$ cat src/rtl/cls_pkg.sv
// Shared types and constants for the lockstep data-port voter.
// Core indices give the bit position of each core in fault_core.
package cls_pkg;

  typedef enum logic [1:0] {
    IDLE,
    REQ,
    WAIT
  } state_t;

  localparam int CORE_MS  = 2;
  localparam int CORE_SL1 = 1;
  localparam int CORE_SL2 = 0;

  localparam int BUS_AW = 32;
  localparam int BUS_DW = 32;

  typedef struct packed {
    logic              we;
    logic [3:0]        be;
    logic [BUS_AW-1:0] addr;
    logic [BUS_DW-1:0] wdata;
  } req_t;

endpackage

$ cat src/rtl/cls_maj3.sv
// Bitwise 2-of-3 majority over a W-bit field.
// One instance per voted field of the core request.
module cls_maj3
  import cls_pkg::*;
#(
  parameter int W = 1
) (
  input  logic [W-1:0] a,
  input  logic [W-1:0] b,
  input  logic [W-1:0] c,
  output logic [W-1:0] y
);

  assign y = (a & b) | (a & c) | (b & c);

endmodule

$ cat src/rtl/cls_vote_bridge.sv
// Votes three lockstep data ports into one memory request and fans
// the single grant/response back, flagging and counting disagreement.
module cls_vote_bridge
  import cls_pkg::*;
#(
  parameter int ADDR_W  = 32,
  parameter int DATA_W  = 32,
  parameter int TIMEOUT = 255
) (
  input  logic              clk,
  input  logic              rst,
  input  logic              data_req_ms,
  input  logic              data_we_ms,
  input  logic [3:0]        data_be_ms,
  input  logic [ADDR_W-1:0] data_addr_ms,
  input  logic [DATA_W-1:0] data_wdata_ms,
  output logic              data_gnt_ms,
  output logic              data_rvalid_ms,
  output logic [DATA_W-1:0] data_rdata_ms,
  input  logic              data_req_sl1,
  input  logic              data_we_sl1,
  input  logic [3:0]        data_be_sl1,
  input  logic [ADDR_W-1:0] data_addr_sl1,
  input  logic [DATA_W-1:0] data_wdata_sl1,
  output logic              data_gnt_sl1,
  output logic              data_rvalid_sl1,
  output logic [DATA_W-1:0] data_rdata_sl1,
  input  logic              data_req_sl2,
  input  logic              data_we_sl2,
  input  logic [3:0]        data_be_sl2,
  input  logic [ADDR_W-1:0] data_addr_sl2,
  input  logic [DATA_W-1:0] data_wdata_sl2,
  output logic              data_gnt_sl2,
  output logic              data_rvalid_sl2,
  output logic [DATA_W-1:0] data_rdata_sl2,
  output logic              mem_req,
  output logic              mem_we,
  output logic [3:0]        mem_be,
  output logic [ADDR_W-1:0] mem_addr,
  output logic [DATA_W-1:0] mem_wdata,
  input  logic              mem_gnt,
  input  logic              mem_rvalid,
  input  logic [DATA_W-1:0] mem_rdata,
  output logic [2:0]        fault_core,
  output logic              fault_timeout,
  output logic [7:0]        fault_cnt,
  input  logic              fault_clr
);

  localparam int TW = (TIMEOUT > 1) ? $clog2(TIMEOUT) : 1;
  localparam logic [TW-1:0] TMAX = TW'(TIMEOUT - 1);

  state_t state, state_nx;
  logic [TW-1:0] timer, timer_nx;

  logic              v_req, v_we;
  logic [3:0]        v_be;
  logic [ADDR_W-1:0] v_addr;
  logic [DATA_W-1:0] v_wdata;

  logic [2:0]        c_req, c_we, dis;
  logic [3:0]        c_be    [3];
  logic [ADDR_W-1:0] c_addr  [3];
  logic [DATA_W-1:0] c_wdata [3];

  logic              gnt, rvalid;
  logic [DATA_W-1:0] rdata;

  assign c_req[CORE_MS]    = data_req_ms;
  assign c_req[CORE_SL1]   = data_req_sl1;
  assign c_req[CORE_SL2]   = data_req_sl2;
  assign c_we[CORE_MS]     = data_we_ms;
  assign c_we[CORE_SL1]    = data_we_sl1;
  assign c_we[CORE_SL2]    = data_we_sl2;
  assign c_be[CORE_MS]     = data_be_ms;
  assign c_be[CORE_SL1]    = data_be_sl1;
  assign c_be[CORE_SL2]    = data_be_sl2;
  assign c_addr[CORE_MS]   = data_addr_ms;
  assign c_addr[CORE_SL1]  = data_addr_sl1;
  assign c_addr[CORE_SL2]  = data_addr_sl2;
  assign c_wdata[CORE_MS]  = data_wdata_ms;
  assign c_wdata[CORE_SL1] = data_wdata_sl1;
  assign c_wdata[CORE_SL2] = data_wdata_sl2;

  cls_maj3 #(.W(1)) u_req (
    .a(data_req_ms), .b(data_req_sl1),
    .c(data_req_sl2), .y(v_req)
  );

  cls_maj3 #(.W(1)) u_we (
    .a(data_we_ms), .b(data_we_sl1),
    .c(data_we_sl2), .y(v_we)
  );

  cls_maj3 #(.W(4)) u_be (
    .a(data_be_ms), .b(data_be_sl1),
    .c(data_be_sl2), .y(v_be)
  );

  cls_maj3 #(.W(ADDR_W)) u_addr (
    .a(data_addr_ms), .b(data_addr_sl1),
    .c(data_addr_sl2), .y(v_addr)
  );

  cls_maj3 #(.W(DATA_W)) u_wdata (
    .a(data_wdata_ms), .b(data_wdata_sl1),
    .c(data_wdata_sl2), .y(v_wdata)
  );

  // Per-core mismatch against the vote; wdata only matters on writes.
  always_comb begin
    dis = '0;
    for (int i = 0; i < 3; i++) begin
      dis[i] = (c_req[i] != v_req) |
               (v_req & ((c_we[i] != v_we) |
                         (c_be[i] != v_be) |
                         (c_addr[i] != v_addr) |
                         (v_we & (c_wdata[i] != v_wdata))));
    end
  end

  // State and response timer registers.
  always_ff @(posedge clk) begin
    if (rst) begin
      state <= IDLE;
      timer <= '0;
    end else begin
      state <= state_nx;
      timer <= timer_nx;
    end
  end

  // Next state, handshake fan-out and the synthetic timeout response.
  always_comb begin
    state_nx      = state;
    timer_nx      = timer;
    mem_req       = 1'b0;
    gnt           = 1'b0;
    rvalid        = 1'b0;
    rdata         = '0;
    fault_timeout = 1'b0;
    unique case (state)
      IDLE: begin
        if (v_req) state_nx = REQ;
      end
      REQ: begin
        mem_req = 1'b1;
        gnt     = mem_gnt;
        if (mem_gnt) begin
          state_nx = WAIT;
          timer_nx = '0;
        end
      end
      WAIT: begin
        if (mem_rvalid) begin
          rvalid   = 1'b1;
          rdata    = mem_rdata;
          state_nx = IDLE;
        end else if (timer == TMAX) begin
          rvalid        = 1'b1;
          fault_timeout = 1'b1;
          state_nx      = IDLE;
        end else begin
          timer_nx = timer + 1'b1;
        end
      end
      default: state_nx = IDLE;
    endcase
  end

  // Capture the voted bundle on IDLE exit; held until the grant.
  always_ff @(posedge clk) begin
    if (rst) begin
      mem_we    <= 1'b0;
      mem_be    <= '0;
      mem_addr  <= '0;
      mem_wdata <= '0;
    end else if (state == IDLE && v_req) begin
      mem_we    <= v_we;
      mem_be    <= v_be;
      mem_addr  <= v_addr;
      mem_wdata <= v_wdata;
    end
  end

  // Disagreement pulse and saturating counter; clear has priority.
  always_ff @(posedge clk) begin
    if (rst) begin
      fault_core <= '0;
      fault_cnt  <= '0;
    end else begin
      fault_core <= (state != WAIT) ? dis : 3'b000;
      if (fault_clr)
        fault_cnt <= '0;
      else if (fault_core != 3'b000 && fault_cnt != 8'hFF)
        fault_cnt <= fault_cnt + 8'd1;
    end
  end

  assign data_gnt_ms     = gnt;
  assign data_gnt_sl1    = gnt;
  assign data_gnt_sl2    = gnt;
  assign data_rvalid_ms  = rvalid;
  assign data_rvalid_sl1 = rvalid;
  assign data_rvalid_sl2 = rvalid;
  assign data_rdata_ms   = rdata;
  assign data_rdata_sl1  = rdata;
  assign data_rdata_sl2  = rdata;

endmodule

$ cat config.mk
export PLATFORM = sky130hd
export DESIGN_NAME = cls_vote_bridge
export DESIGN_NICKNAME = d
export VERILOG_FILES = /design/src/rtl/cls_pkg.sv /design/src/rtl/cls_maj3.sv /design/src/rtl/cls_vote_bridge.sv
export SDC_FILE = /design/constraint.sdc
export NUM_CORES = 1
export LEC_CHECK = 0
export CELL_PAD_IN_SITES_DETAIL_PLACEMENT = 2
export CELL_PAD_IN_SITES_GLOBAL_PLACEMENT = 2
export CORE_MARGIN = 8
export CORE_UTILIZATION = 22
export CTS_BUF_LIST = sky130_fd_sc_hd__clkbuf_4 sky130_fd_sc_hd__clkbuf_8
export CTS_CLUSTER_SIZE = 8
export DETAILED_ROUTE_END_ITERATION = 8
export PLACE_DENSITY_LB_ADDON = 0.1
export SLEW_MARGIN = 10
export SYNTH_ARGS = -nofsm -noshare
export SYNTH_HDL_FRONTEND = slang
export SYNTH_SLANG_ARGS = --single-unit
$ cat constraint.sdc
create_clock -name clk -period 2.5 [get_ports clk]
set_input_delay 0.5 -clock clk [delete_from_list [all_inputs] [get_ports clk]]
set_output_delay 0.5 -clock clk [all_outputs]
set_load 0.01 [all_outputs]
==> metrics, run 1 <==
largest fanout on the critical path=7; CTS sink cnt=90; Seq cells post-synth=90; Final Power=between 0.005 and 0.006 W; data arrival time of the critical path=between 2000 and 3000 ps; Clock Latency Late Sink=430 ps; flop2flop setup slack=approximately 450 ps; mux cell area share after synthesis=under 10%; Detailed Routing Iterations Pass 1=4; GRT Overall Usage=approximately 22%; antenna-violating nets left=0; first-pass GRT wire length=approximately 80 mm; clk slew on worst S/H paths=120 ps; total wire length=52.4 mm; critical path type=in2reg; FMAX=413 MHz; register area=1800 µm²; Longest Clk Path Bufs=2; CTS tree=yes; complex-gate fraction of the synthesized area=25.4%; Post-CTS Hold Buffers=0; Startpoint Class=input pin; Post-Place Setup Slack=-480 ps; layout cells sized above 1=between 15 and 20%; Distinct cells, synth=slightly below 60; Post-Synth XOR/XNOR Area=1.01%; Placer Congestion=a little under 0.9; Core ar.=between 30000 and 40000 µm²; outcome=finished clean; Final Slew Violations=0; die extent in x=214 µm; # setup viols final=0; Worst Setup SP=data_wdata_sl1[16]; hold slack=506 ps; WL/cell=22.9 µm; CP endpoint kind=flip-flop; Root Driver=clkbuf_8; setup ws final=between 80 and 90 ps; Syn Nets=roughly 1500; Hold Crit Class=reg2reg; Tcrit/Tclk final=a little over nine tenths; Worst path max stage delay=~600 ps; vias per cell=5.09; Max-slew headroom=between 50% and 60%; Die Area=46000 µm²; area of the multi-input gates=roughly 6100 µm²; Worst EP required=approximately 2800 ps; Syn-to-layout area delta=73.5%; initial DRC count=390; fillers=between 4000 and 5000; worst r2r src=timer[0]; Synth area leaders=dfxtp_1 (21%), a311oi_1 (7.1%), nand2_1 (6.0%), buf_4 (5.9%), o21ai_0 (5.5%); clock skew=slightly below 20 ps; CTS H-tree lvls=3; Lkg Pwr=a little under 7 nW; sequential fraction of the synthesis area=between 20% and 30%; R2R Path End=timer[7]; dpl hpwl=44.4 mm; Post-Synth Simple-Gate Area=around 42%; DRC=0; Post-synth EDFFs=0; Post-synth top cells=nand2_1 (138), nor2_1 (120), o21ai_0 (95); number of global-route vias before repair=12425; Syn Area/Cell=roughly 7 µm²; most common cell in the netlist=nand2_1; peak supply drop=roughly 0.26 mV; RSZ-0062 raised after global routing=yes; CP cell instances=clkdlybuf4s50_1 > or3b_2 > nand4_1 > nor4_1 > buf_4 > nand4_1 > o31ai_1 > buf_4 > a21oi_1; final hold violation count=0; largest net degree at the start of global routing=39; PwrDens=around 360 nW/µm²; IO Pins=431; CP max stage cell=clkdlybuf4s50_1; Synth warnings=0; largest family of logic cells by synthesized area=simple AND/OR/NAND/NOR gates; min cycle time layout=approximately 2400 ps; adder-cell share of the synthesized area=0.433%; number of CTS-inserted buffers=9; initial antenna violation count=13; total grt overflow=0; ys async rst share=0%; Nets=about 2000; # rows=approximately 70; Worst-Margin Slew=614 ps; ys flop type=dfxtp_1; Die H=214 µm; cell taking the most area after synthesis=dfxtp_1; via count=approximately 12000; I/O Buffers=430; crit path to=fault_core[0]; top cell type's share of synthesized area=between 20% and 30%; Syn Inst Count=1206; maxcap violations=0; Post-Syn Area=8660 µm²; worst reg-to-reg path cell count=9; initial core utilization=roughly 22%
## per-layer routing
metal | vias to the layer above | routed length [µm] | GRT usage [%]
li1 | 5609 | - | -
met1 | 5765 | 22800 | 25.9
met2 | 218 | 26600 | 39.5
met3 | 39 | 2240 | 5.04
met4 | 10 | 704 | 4.18
met5 | - | 69 | 0
## timing repair
| item | CTS | global route |
|---|---|---|
| pin swaps | 0 | 1 |
| gates cloned | 0 | 1 |
| resized for setup | 73 | 45 |
| setup endpoints to repair | 101 | 49 |
| buffers inserted | 1 | 2 |
## layout make-up
| cell class | count | share of cell area [%] |
|---|---|---|
| multi-input cells | 972 | 40.5 |
| repair buffers | 643 | 40.4 |
| flip-flops and latches | 90 | 12.0 |
| well taps | 518 | 4.31 |
| clock buffers | 12 | 1.10 |
| inverters | 41 | 1.02 |
| clock inverters | 4 | 0.483 |
| diodes | 8 | 0.133 |
## sequential cells by signal, indices dropped and copies added, names as in the netlist
| register | cells |
|---|---|
| mem_we | 1 |
| fault_cnt | 8 |
| timer | 8 |
| mem_wdata | 32 |
| fault_core | 3 |
| state | 2 |
| mem_be | 4 |
| mem_addr | 32 |
## stage by stage
stage / util (%) / cell area, µm² / TNS [ps] / cells
2_1_floorplan: - / 8660 / 0 / 1206
3_3_place_gp: 37.8 / 14700 / -4160 / 2260
3_5_place_dp: 37.8 / 14700 / -6790 / 2260
4_1_cts: 38.3 / 14900 / 0 / 2277
5_1_grt: 38.8 / 15000 / -33.5 / 2284
6_report: 38.8 / 15000 / 0 / 2288
## worst min path at each step
stage	slack, ps	start	depth (start not counted)	end
2_1_floorplan	460	timer[7]	2	timer[7]
3_3_place_gp	480	mem_we	2	mem_we
3_5_place_dp	500	mem_be[2]	2	mem_be[2]
4_1_cts	510	timer[7]	2	timer[7]
5_1_grt	530	mem_wdata[23]	2	mem_wdata[23]
6_report	510	mem_wdata[13]	2	mem_wdata[13]
## logic make-up (layout without fill, tap and decap cells)
| logic type | count (synthesis) | count (layout) |
|---|---|---|
| fa+ha+maj | 3 | 3 |
| mux | 13 | 13 |
| compound gates | 315 | 315 |
| simple gates | 631 | 631 |
| xor+xnor | 10 | 10 |
| buf+inv | 144 | 700 |
| flops | 90 | 90 |
| other cells | 0 | 8 |
## critical path, delay by kind of cell
family	cells	cell delay, ps
buf+inv	3	970
simple gates	4	830
compound gates	2	430
## cells in the final DEF, fill, tap and decap left out, types with 5 or more instances in the layout
| cell type | netlist | routed |
|---|---|---|
| and3b_1 | 21 | 21 |
| nand2b_1 | 54 | 54 |
| xor2_1 | 7 | 7 |
| nor3b_1 | 48 | 48 |
| a32oi_1 | 6 | 6 |
| nand2_1 | 138 | 138 |
| clkbuf_8 | 0 | 12 |
| dlymetal6s2s_1 | 0 | 42 |
| buf_12 | 0 | 10 |
| or3b_2 | 39 | 39 |
| a221oi_1 | 16 | 16 |
| a21o_1 | 19 | 19 |
| dfxtp_1 | 90 | 89 |
| clkdlybuf4s50_1 | 0 | 327 |
| nand3b_1 | 48 | 48 |
| dlygate4sd2_1 | 0 | 60 |
| mux2i_1 | 12 | 12 |
| diode_2 | 0 | 8 |
| nor2_1 | 120 | 119 |
| buf_4 | 68 | 203 |
| nand4_1 | 39 | 39 |
| and3_2 | 0 | 8 |
| inv_1 | 41 | 41 |
| a311oi_1 | 70 | 70 |
| or3_1 | 9 | 9 |
| a21oi_1 | 23 | 23 |
| and3_1 | 36 | 27 |
| nor4_1 | 30 | 30 |
| a2111oi_0 | 8 | 5 |
| o21ai_0 | 95 | 95 |
| nand3_1 | 8 | 8 |
| o22ai_1 | 45 | 45 |
| nor2b_1 | 29 | 28 |
## where the power goes
group          total (W)  internal (W)  switching, W  leakage [nW]
sequential       0.00166       0.00157     0.0000894         0.744
clock            0.00132      0.000645      0.000673         0.119
combinational    0.00247       0.00129       0.00117          6.05
total            0.00545       0.00351       0.00194          6.91
(Power assumes the default switching activity.)
==> run 2, diff against run 1 <==
--- a/config.mk
+++ b/config.mk
@@ -8,12 +8,12 @@
 export CELL_PAD_IN_SITES_DETAIL_PLACEMENT = 2
 export CELL_PAD_IN_SITES_GLOBAL_PLACEMENT = 2
 export CORE_MARGIN = 8
-export CORE_UTILIZATION = 22
+export CORE_UTILIZATION = 19
 export CTS_BUF_LIST = sky130_fd_sc_hd__clkbuf_4 sky130_fd_sc_hd__clkbuf_8
+export CTS_CLUSTER_DIAMETER = 80
 export CTS_CLUSTER_SIZE = 8
 export DETAILED_ROUTE_END_ITERATION = 8
 export PLACE_DENSITY_LB_ADDON = 0.1
-export SLEW_MARGIN = 10
 export SYNTH_ARGS = -nofsm -noshare
 export SYNTH_HDL_FRONTEND = slang
 export SYNTH_SLANG_ARGS = --single-unit
==> constraint.sdc (replaced) <==
create_clock -name clk -period 2.2 [get_ports clk]
set_input_delay 0.44 -clock clk [delete_from_list [all_inputs] [get_ports clk]]
set_output_delay 0.44 -clock clk [all_outputs]
set_load 0.01 [all_outputs]
==> metrics, run 2 (synthesis gave the netlist of run 1 again) <==
outcome=finished clean; WL/cell=approximately 23 µm; worst reg-to-reg path cell count=10; number of global-route vias before repair=12990; initial antenna violation count=7; first-pass GRT wire length=about 82 mm; fin area=around 16000 µm²; die extent in x=approximately 230 µm; largest net degree at the start of global routing=36; PwrDens=approximately 400 nW/µm²; Startpoint Class=input pin; hold depth=3; commonest non-fill, non-tap cell in the layout=clkdlybuf4s50_1; dpl hpwl=approximately 47 mm; GRT Overall Usage=20.3%; Root Driver=clkbuf_8; # setup viols final=0; via count=between 10000 and 15000; CP endpoint kind=primary output; CTS sink cnt=90; Die H=around 230 µm; peak supply drop=0.372 mV; commonest non-fill, non-tap cells in the layout=clkdlybuf4s50_1 (316), buf_4 (298), nand2_1 (138); RSZ-0062 raised after global routing=yes; final hold violation count=0; Final Slew Violations=0; maxcap violations=0; Worst-Margin Slew=between 700 and 800 ps; Worst EP required=1760 ps; HP Start=data_addr_ms[9]; Max-slew headroom=between 50% and 60%; min cycle time layout=roughly 2100 ps; antenna-violating nets left=0; Tcrit/Tclk final=a little over nine tenths; clock skew=~17 ps; Clock Latency Late Sink=between 400 and 500 ps; Die Area=approximately 53000 µm²; data arrival time of the critical path=1690 ps; Largest regs=mem_addr (32), mem_wdata (32); dpl cell area=roughly 15000 µm²; fillers=about 5300; Nets=2102; total wire length=55.8 mm; Final Power=0.00628 W; CTS tree=yes; FMAX=469 MHz; DRC=0; largest fanout on the critical path=35; Syn-to-layout area delta=82.3%; initial DRC count=between 400 and 500; Lkg Pwr=between 6 and 7 nW; Detailed Routing Iterations Pass 1=5; total grt overflow=0; Post-CTS Hold Buffers=0; CTS H-tree lvls=3; Longest Clk Path Bufs=2; I/O Buffers=430; vias per cell=between 4 and 5; Worst Setup SP=mem_rvalid; critical path type=in2out; IO Pins=around 430; Hold Crit Class=in2reg; Placer Congestion=0.877; # rows=between 70 and 80; layout cells sized above 1=26.3%; Core ar.=between 40000 and 50000 µm²; initial core utilization=19.2%; number of CTS-inserted buffers=9; worst r2r src=timer[0]; clk slew on worst S/H paths=roughly 120 ps
run 2: cell types whose count changed in the layout (fill, tap and decap cells not counted), moves of 11 or more:
cell | before | now
and3_4 | 1 | 18
dlymetal6s2s_1 | 42 | 8
buf_2 | 0 | 45
nor4_2 | 0 | 11
dlygate4sd2_1 | 60 | 35
clkdlybuf4s50_1 | 327 | 316
clkdlybuf4s15_1 | 0 | 14
and3_1 | 27 | 9
nor4_1 | 30 | 17
buf_4 | 203 | 298
run 2: final timing paths:
path / endpoint / slack [ps]
hold / removal: mem_addr[9] / 440
hold reg to reg: mem_addr[13] / 500
setup reg to reg: timer[7] / 300
setup / recovery: data_rdata_ms[6] / 70
run 2: timing repair:
action / in CTS / in global routing
endpoints found under the setup margin: 107 / 68
gates cloned: 1 / 1
buffers inserted: 1 / 3
pin swaps: 1 / 6
resized for setup: 261 / 103
run 2: metal layers:
layer | vias up | routed length [µm] | track usage (%)
met1 | 5919 | 23300 | 23.5
li1 | 5793 | - | -
met2 | 227 | 28300 | 36.6
met3 | 55 | 3110 | 5.59
met5 | - | 38 | 0
met4 | 6 | 1070 | 4.74
run 2: per-stage QoR:
step	TNS, ps	hold WS [ps]	utilization [%]	setup slack [ps]	std cells
floorplan	0	459	-	392	1206
CTS	-1020	470	34.9	-54.3	2453
detailed placement	-33450	484	34.2	-662	2435
global route	-123	440	34.9	-42.8	2459
finish	0	440	34.9	65.7	2461
global placement	-30190	478	34.2	-660	2435
run 2: power breakdown:
part           leakage, nW  internal (W)  total, W  switching (W)
Combinational         5.81       0.00158   0.00300        0.00142
Sequential           0.746       0.00179   0.00190       0.000108
Clock               0.0963      0.000534   0.00138       0.000844
run 2: layout make-up:
cell class	instances	area [µm²]	share of cell area, %
timing repair buffer	738	6490	41.1
multi-input combinational	972	6370	40.4
sequential	90	1810	11.5
tap	600	751	4.76
inverter	41	154	0.975
clock buffer	9	124	0.785
clock inverter	7	76.3	0.483
antenna	4	10.0	0.0634
run 2: critical path, stage by stage:
cell	delay [ps]
clkdlybuf4s50_1	500
buf_12	200
and3_2	260
clkdlybuf4s15_1	260
==> run 3, diff against run 2 <==
--- a/config.mk
+++ b/config.mk
@@ -8,7 +8,7 @@
 export CELL_PAD_IN_SITES_DETAIL_PLACEMENT = 2
 export CELL_PAD_IN_SITES_GLOBAL_PLACEMENT = 2
 export CORE_MARGIN = 8
-export CORE_UTILIZATION = 19
+export CORE_UTILIZATION = 18
 export CTS_BUF_LIST = sky130_fd_sc_hd__clkbuf_4 sky130_fd_sc_hd__clkbuf_8
 export CTS_CLUSTER_DIAMETER = 80
 export CTS_CLUSTER_SIZE = 8
@@ -16,4 +16,5 @@
 export PLACE_DENSITY_LB_ADDON = 0.1
 export SYNTH_ARGS = -nofsm -noshare
 export SYNTH_HDL_FRONTEND = slang
+export SYNTH_HIERARCHICAL = 1
 export SYNTH_SLANG_ARGS = --single-unit
==> metrics, run 3 <==
outcome=complete, but fails checks; failing checks=negative setup slack; CTS H-tree lvls=3; number of CTS-inserted buffers=9; WL/cell=slightly above 20 µm; Worst EP required=roughly 2500 ps; largest fanout on the critical path=4; Final Slew Violations=0; area of the multi-input gates=between 4000 and 5000 µm²; IO Pins=431; ys async rst share=0%; Clock Latency Late Sink=a little over 400 ps; commonest non-fill, non-tap cells in the layout=clkdlybuf4s50_1 (324), buf_4 (312), xor2_1 (205); number of global-route vias before repair=about 9600; largest net degree at the start of global routing=57; most common cell in the netlist=xor2_1; layout cells sized above 1=30.8%; min cycle time layout=between 2000 and 2500 ps; cell taking the most area after synthesis=xor2_1; post-layout util=between 30% and 40%; hold slack=approximately 390 ps; Longest Clk Path Bufs=2; CTS sink cnt=90; antenna-violating nets left=0; Syn Inst Count=~870; initial DRC count=188; DRC=0; Syn Area/Cell=8.21 µm²; first-pass GRT wire length=~62 mm; Max-slew headroom=between 70% and 80%; Placer Congestion=0.801; data arrival time of the critical path=about 2500 ps; vias per cell=about 4.2; Nets=1776; Post-Syn Area=between 7000 and 8000 µm²; Core ar.=roughly 39000 µm²; Post-Place Setup Slack=-644 ps; CP endpoint kind=flip-flop; total wire length=42.9 mm; dpl hpwl=~37 mm; top cell type's share of synthesized area=approximately 25%; # rows=73; Largest regs=mem_addr (32), mem_wdata (32); Die H=~220 µm; critical path type=in2reg; RSZ-0062 raised after global routing=yes; Post-synth top cells=xor2_1 (206), nand2_1 (147), dfxtp_1 (90); via count=8576; Detailed Routing Iterations Pass 1=4; FMAX=454 MHz; Post-CTS Hold Buffers=0; Startpoint Class=input pin; Layout Cells excl Fill=approximately 2100; clk slew on worst S/H paths=between 100 and 150 ps; dpl cell area=13800 µm²; # setup viols final=1; Lkg Pwr=roughly 6.0 nW; register area=between 1500 and 2000 µm²; ys flop type=dfxtp_1; Syn-to-layout area delta=97.8%; Synth warnings=6; total grt overflow=0; Synth area leaders=xor2_1 (25%), dfxtp_1 (25%), maj3_2 (11%), nand2_1 (7.7%), buf_4 (7.2%); placed cell count=between 2000 and 2500; Post-synth EDFFs=0; fillers=between 4000 and 5000; sequential fraction of the synthesis area=between 20% and 30%; initial antenna violation count=12; initial core utilization=18.1%; final hold violation count=0; Worst-Margin Slew=about 430 ps; I/O Buffers=430; GRT Overall Usage=between 15 and 20%; commonest non-fill, non-tap cell in the layout=clkdlybuf4s50_1; clock skew=~8 ps; die extent in x=215 µm; maxcap violations=0; peak supply drop=between 0.3 and 0.4 mV; Hold Crit Class=in2reg; Die Area=between 40000 and 50000 µm²; CTS tree=yes; Distinct cells, synth=40; Syn Nets=about 1100; fin area=between 10000 and 15000 µm²; Seq cells post-synth=90; Tcrit/Tclk final=100%; Root Driver=clkbuf_8; PwrDens=a little over 400 nW/µm²; setup ws final=-4.72 ps
-- run 3: changes by cell type in the layout (fill, tap and decap cells not counted), sizes merged, moves of 48 or more --
| cell | delta |
|---|---|
| xor2 | +199 |
| nand2b | -53 |
| a311oi | -70 |
| nor3b | -48 |
| maj3 | +70 |
| o21ai | -87 |
| a21oi | +56 |
| nand3b | -48 |
| nor2 | -102 |
-- run 3: where the power goes --
group          switching, W  total [W]  internal (W)
Clock              0.000724    0.00127      0.000543
Sequential        0.0000672    0.00181       0.00174
Combinational       0.00119    0.00262       0.00143
Total               0.00198    0.00570       0.00372
-- run 3: through the flow --
stage          total power (W)  TNS [ps]
6_report               0.00570     -4.72
5_1_grt                0.00609     -72.7
4_1_cts                0.00583     -18.0
3_5_place_dp           0.00447    -19510
3_3_place_gp           0.00443    -17260
2_1_floorplan          0.00277         0
-- run 3: per-layer routing --
metal / vias to the layer above / global-route usage (%) / share of wire (%)
li1: 4224 / - / -
met1: 4074 / 19.1 / 39
met2: 240 / 32.0 / 52
met3: 34 / 6.66 / 7.5
met4: 4 / 5.86 / 1.8
met5: - / 0 / 0.063
-- run 3: logic make-up (layout without fill, tap and decap cells) --
group / after synthesis / in the layout / synth area share, %
xor gates and xnor gates: 218 / 218 / 26.8
other: 0 / 10 / 0
AOI/OAI and AO/OA: 95 / 95 / 7.24
muxes: 2 / 2 / 0.281
and+or+nand+nor: 287 / 287 / 19.6
buffers and inverters: 104 / 766 / 9.31
DFF: 90 / 90 / 25.3
adders and majority gates: 73 / 73 / 11.6
-- run 3: final cells by class --
cell class              instances  share of cell area (%)
multi-input cells             675                    34.3
inverters                       4                   0.106
well taps                     525                    4.66
clock buffers                  10                   0.931
clock inverters                 6                   0.470
repair buffers                746                    46.6
flip-flops and latches         90                    12.8
diodes                         10                   0.177
-- run 3: final timing paths --
| path | slack (ps) | end | startpoint | depth (start not counted) |
|---|---|---|---|---|
| min | 390 | mem_addr[1] | rst | 2 |
| max | -5 | fault_core[0] | data_wdata_ms[20] | 9 |
| max reg2reg | 370 | fault_cnt[5] | fault_cnt[0] | 5 |
| min reg2reg | 460 | mem_wdata[14] | mem_wdata[14] | 2 |
-- run 3: timing repair --
item,4_1_cts,5_1_grt
endpoints found under the setup margin,106,80
buffers inserted,1,5
gates cloned,0,0
pin swaps,1,13
resized for setup,141,104
-- run 3: worst max-delay path, stage by stage --
cell and delay (ps):
clkdlybuf4s50_1 430, maj3_2 400, xor2_1 200, nor4_2 400
buf_4 170, nand4_1 120, o21ai_2 170, buf_4 120
a21oi_1 50
